<file path="src/rtl/ov_fifo_reader.sv">
// AL422B read-side controller: resets the read pointer after each complete frame,
// clocks out byte pairs and presents them as RGB565 pixels on a valid/ready stream.
module ov_fifo_reader #(
    parameter int H_ACTIVE   = 320,
    parameter int V_ACTIVE   = 240,
    parameter int RRST_RCLKS = 2
) (
    input  logic        clk_24MHz,
    input  logic        rst_n,
    input  logic        new_frame,
    output logic        frame_read,
    output logic        fifo_rclk,
    output logic        fifo_rrst_n,
    output logic        fifo_oe_n,
    input  logic [7:0]  fifo_d,
    output logic [15:0] pix_data,
    output logic        pix_valid,
    input  logic        pix_ready,
    output logic        pix_sof,
    output logic        pix_eol,
    output logic        pix_eof,
    output logic        busy
);

    localparam int XW = (H_ACTIVE > 1) ? $clog2(H_ACTIVE) : 1;
    localparam int YW = (V_ACTIVE > 1) ? $clog2(V_ACTIVE) : 1;
    localparam int CW = $clog2(RRST_RCLKS + 1);

    typedef enum logic [2:0] {IDLE, RRST, READ_HI, READ_LO, DONE, WAIT_CLR} state_t;

    state_t        state;
    logic [XW-1:0] x;
    logic [YW-1:0] y;
    logic [7:0]    hi_byte;
    logic [CW-1:0] rrst_cnt;
    logic          xfer, hold, x_last, y_last;

    assign xfer   = pix_valid && pix_ready;
    assign hold   = pix_valid && !pix_ready;
    assign x_last = (x == XW'(H_ACTIVE - 1));
    assign y_last = (y == YW'(V_ACTIVE - 1));

    always_ff @(posedge clk_24MHz or negedge rst_n) begin
        if (!rst_n) begin
            state       <= IDLE;
            frame_read  <= 1'b1;
            fifo_rclk   <= 1'b0;
            fifo_rrst_n <= 1'b1;
            fifo_oe_n   <= 1'b1;
            pix_data    <= '0;
            pix_valid   <= 1'b0;
            pix_sof     <= 1'b0;
            pix_eol     <= 1'b0;
            pix_eof     <= 1'b0;
            busy        <= 1'b0;
            x           <= '0;
            y           <= '0;
            hi_byte     <= '0;
            rrst_cnt    <= '0;
        end else begin
            if (xfer) begin
                pix_valid <= 1'b0;
                if (x_last) begin
                    x <= '0;
                    y <= y_last ? '0 : y + 1'b1;
                end else begin
                    x <= x + 1'b1;
                end
            end

            case (state)
                IDLE: begin
                    if (new_frame) begin
                        state       <= RRST;
                        frame_read  <= 1'b0;
                        fifo_oe_n   <= 1'b0;
                        fifo_rrst_n <= 1'b0;
                        busy        <= 1'b1;
                        rrst_cnt    <= '0;
                    end
                end
                RRST: begin
                    if (!fifo_rclk) begin
                        fifo_rclk <= 1'b1;
                    end else begin
                        fifo_rclk <= 1'b0;
                        if (rrst_cnt == CW'(RRST_RCLKS - 1)) begin
                            fifo_rrst_n <= 1'b1;
                            state       <= READ_HI;
                        end else begin
                            rrst_cnt <= rrst_cnt + 1'b1;
                        end
                    end
                end
                READ_HI: begin
                    // Once the last pixel is pending no further rclk is issued;
                    // its transfer ends the frame.
                    if (fifo_rclk) begin
                        fifo_rclk <= 1'b0;
                        hi_byte   <= fifo_d;
                        state     <= READ_LO;
                    end else if (pix_valid && pix_eof) begin
                        if (pix_ready)
                            state <= DONE;
                    end else if (!hold) begin
                        fifo_rclk <= 1'b1;
                    end
                end
                READ_LO: begin
                    if (fifo_rclk) begin
                        fifo_rclk <= 1'b0;
                        pix_data  <= {hi_byte, fifo_d};
                        pix_valid <= 1'b1;
                        pix_sof   <= (x == '0) && (y == '0);
                        pix_eol   <= x_last;
                        pix_eof   <= x_last && y_last;
                        state     <= READ_HI;
                    end else if (!hold) begin
                        fifo_rclk <= 1'b1;
                    end
                end
                DONE: begin
                    frame_read <= 1'b1;
                    fifo_oe_n  <= 1'b1;
                    state      <= WAIT_CLR;
                end
                WAIT_CLR: begin
                    if (!new_frame) begin
                        state <= IDLE;
                        busy  <= 1'b0;
                    end
                end
                default: state <= IDLE;
            endcase
        end
    end

endmodule

</file>
<file path="config.mk">
export PLATFORM = sky130hd
export DESIGN_NAME = ov_fifo_reader
export DESIGN_NICKNAME = d
export VERILOG_FILES = /design/src/rtl/ov_fifo_reader.sv
export SDC_FILE = /design/constraint.sdc
export NUM_CORES = 1
export LEC_CHECK = 0
export ABC_CLOCK_PERIOD_IN_PS = 3000
export CAP_MARGIN = 20
export CORE_MARGIN = 2
export CORE_UTILIZATION = 50
export CTS_CLUSTER_DIAMETER = 30
export DETAILED_ROUTE_END_ITERATION = 6
export GPL_TIMING_DRIVEN = 0
export PLACE_DENSITY_LB_ADDON = 0.05
export SYNTH_ARGS = -nofsm -noshare
export SYNTH_HDL_FRONTEND = slang
export SYNTH_SLANG_ARGS = --single-unit
</file>
<file path="constraint.sdc">
create_clock -name clk_24MHz -period 3 [get_ports clk_24MHz]
set_clock_uncertainty 0.2 [all_clocks]
set_input_delay 0.45 -clock clk_24MHz [delete_from_list [all_inputs] [get_ports clk_24MHz]]
set_output_delay 0.45 -clock clk_24MHz [all_outputs]
set_load 0.05 [all_outputs]
</file>
==> out/results.ini <==
[clocking]
cts-root-buf=clkbuf_8
numCtsBuffers=5
h-tree-depth=2
cts_tree=built
clk_path_buf_depth=2
clkTransAtPathRegs_ns=0.09
clkLatencyLatePin_ns=0.30
ctsResizeCount=0
cts_sinks=54

[synthesis]
ys_async_sr_fraction=1.00
synthCells=229
ys_seq_area_frac=0.547
synth-main-ff-cell=dfrtp_1
synth_warnings=0
syn_area_per_cell_sq_um=10.8
synth_cell_types=43
yosys_register_bits=54
synth_edf_count=0
synth_nets=246
syn_area_sq_mm=0.00247

[routing]
drc=0
finalWirelength_um=4610
wl_per_cell_um=13.5
first_iter_violations=92
num_vias=1784
via_per_inst=5.22
antenna_left=0
drt_pass1_iterations=4

[power_and_ir_drop]
ir_drop_uv=804
power.density_mw_per_mm2=973
switching_power_mw=1.22
power.total_mw=2.94
p_int_mw=1.73
p_clk_frac=0.132
swShare=0.413
combinationalPowerShare=0.482
seq_power_share=0.387
p_leak_nw=1.28

[grt]
antenna_found_initial=0
grt_overflow=0
grt_start_max_net_pins=31
grt_pass1_wl_um=8220
grt_pass1_vias=1725
grt_usage=0.198

[sta]
setup_slack_ns=0.627
fin_crit_sh=0.791
hold_violations=0
timing.fmax_mhz=421
drv_slew=0
rsz0062_at_grt=no
max-slew-margin-rel=0.584
finalSetupViolations=0
layout_min_cycle_time_ns=2.37
worstMarginPinSlew_ns=0.622

[placement]
place_ws_ns=0.468
hpwl_um=3350
portBuffers=36
gp_congestion=0.803

[status]
status=finished clean

[setup_path]
arrival_ns=1.72
cp-start-kind=register
crit_type=reg -> out
crit_path_cell_trace=buf_4 -> clkdlybuf4s50_1
critPathMaxStageDelay_ns=0.78
cp_slowest_cell=clkdlybuf4s50_1
cp_max_fo=3
required_ns=2.35
end_kind=primary output

[floorplanning]
placementRows=25
io_pins=37
initial_core_util=0.520
fp.dieW_um=74.3
core_area_sq_mm=0.00475
dieArea_sq_mm=0.00553
die_height_um=74.3

[job]
cap_violations=0

[cells_and_area]
drive_above_1_share=0.164
fill_cells=418
final_cell_mix=52 x dfrtp_1, 35 x clkdlybuf4s50_1, 25 x nand2_1, 25 x mux2_2, 20 x o21ai_0
final_common_cell=dfrtp_1
diodes=0
fin_nets=291
syn_to_final_growth_pct=22.4
multi_input_area_sq_mm=0.00103
seqCellArea_sq_mm=0.00135

[worst_hold_path]
hp-class=reg -> reg

## cell usage after synthesis (3+ instances only)
cell | count | area [sq um]
nand3_1 | 10 | 50.1
nor3_1 | 6 | 30.0
ha_1 | 5 | 62.6
nor2_1 | 12 | 45.0
dfrtp_1 | 52 | 1300
xor2_1 | 4 | 35.0
buf_2 | 3 | 15.0
a21oi_1 | 5 | 25.0
mux2_2 | 25 | 282
inv_1 | 12 | 45.0
clkbuf_1 | 6 | 22.5
o21ai_0 | 20 | 100
nand2b_1 | 3 | 18.8
nand2_1 | 25 | 93.8
nor4_1 | 5 | 31.3
## power by group through the flow
stage | registers (mW) | clock network, mW | logic [mW]
after CTS | 1.14 | 0.407 | 1.43
after floorplan | 1.57 | 0 | 0.577
final | 1.14 | 0.388 | 1.42
after global routing | 1.18 | 0.436 | 1.52
after global placement | 1.14 | 0 | 1.41
after detailed placement | 1.15 | 0 | 1.43
## worst max-delay path, delay by kind of cell (launching register included)
kind,cells,cell delay (ns)
buf+inv,2,0.88
flops,1,0.55
## area by class of cell
cell class,count,area share
buffer,10,0.0149
timing repair buffer,38,0.127
inverter,12,0.0149
sequential,54,0.447
clock inverter,1,0.00248
tap,67,0.0277
clock buffer,7,0.0252
multi-input combinational,153,0.340
## metrics by stage
stage          setup TNS (ns)  hold WS, ns  area [sq um]   util  std cells
6_report                    0        0.308          3030  0.637        342
5_1_grt                     0        0.314          3030  0.637        342
4_1_cts                     0        0.310          3030  0.637        342
3_5_place_dp                0        0.270          2930  0.617        333
3_3_place_gp           -19.92        0.283          2920  0.614        332
2_1_floorplan               0      -0.0456          2470      -        229
## flip-flops by register name, indices dropped and copies added, names as in the netlist
register	cells
hi_byte	8
state	3
y	8
busy	1
fifo_oe_n	1
pix_data	16
pix_valid	1
pix_sof	1
pix_eol	1
pix_eof	1
fifo_rrst_n	1
fifo_rclk	1
x	9
rrst_cnt	2
## kinds of logic after synthesis
kind of cell    count (synthesis)  share of synthesized area
simple gates                   77                      0.157
flops                          54                      0.547
compound gates                 38                     0.0911
mux                            27                      0.122
buf+inv                        22                     0.0364
xor+xnor                        6                     0.0212
fa+ha+maj                       5                     0.0253
## routing by layer
metal	vias to the layer above	track usage	routed length, um
li1	883	-	-
met1	866	0.289	2300
met2	30	0.295	2060
met3	5	0.0501	192
met4	0	0.0595	61
met5	-	0	0
## timing repair
action                                  4_1_cts  5_1_grt
endpoints found under the setup margin        0        0
hold buffers                                  1        0
setup buffers                                 0        0
hold endpoints to repair                     22        0
## final timing paths
kind	end	from	cells after the start	slack, ns
worst max-delay path	frame_read	fifo_oe_n$_DFFE_PN1P_	2	0.63
min in group asynchronous	rrst_cnt[0]$_DFFE_PN0P_	rst_n	2	0.48
worst max register to register	y[3]$_DFFE_PN0P_	x[0]$_DFFE_PN0N_	6	0.87
max in group asynchronous	y[1]$_DFFE_PN0P_	rst_n	3	1.55
worst min register to register	pix_data[8]$_DFFE_PN0P_	pix_data[8]$_DFFE_PN0P_	1	0.31
worst min-delay path	pix_data[8]$_DFFE_PN0P_	pix_data[8]$_DFFE_PN0P_	1	0.31
Power figures use the tool's default switching activity.
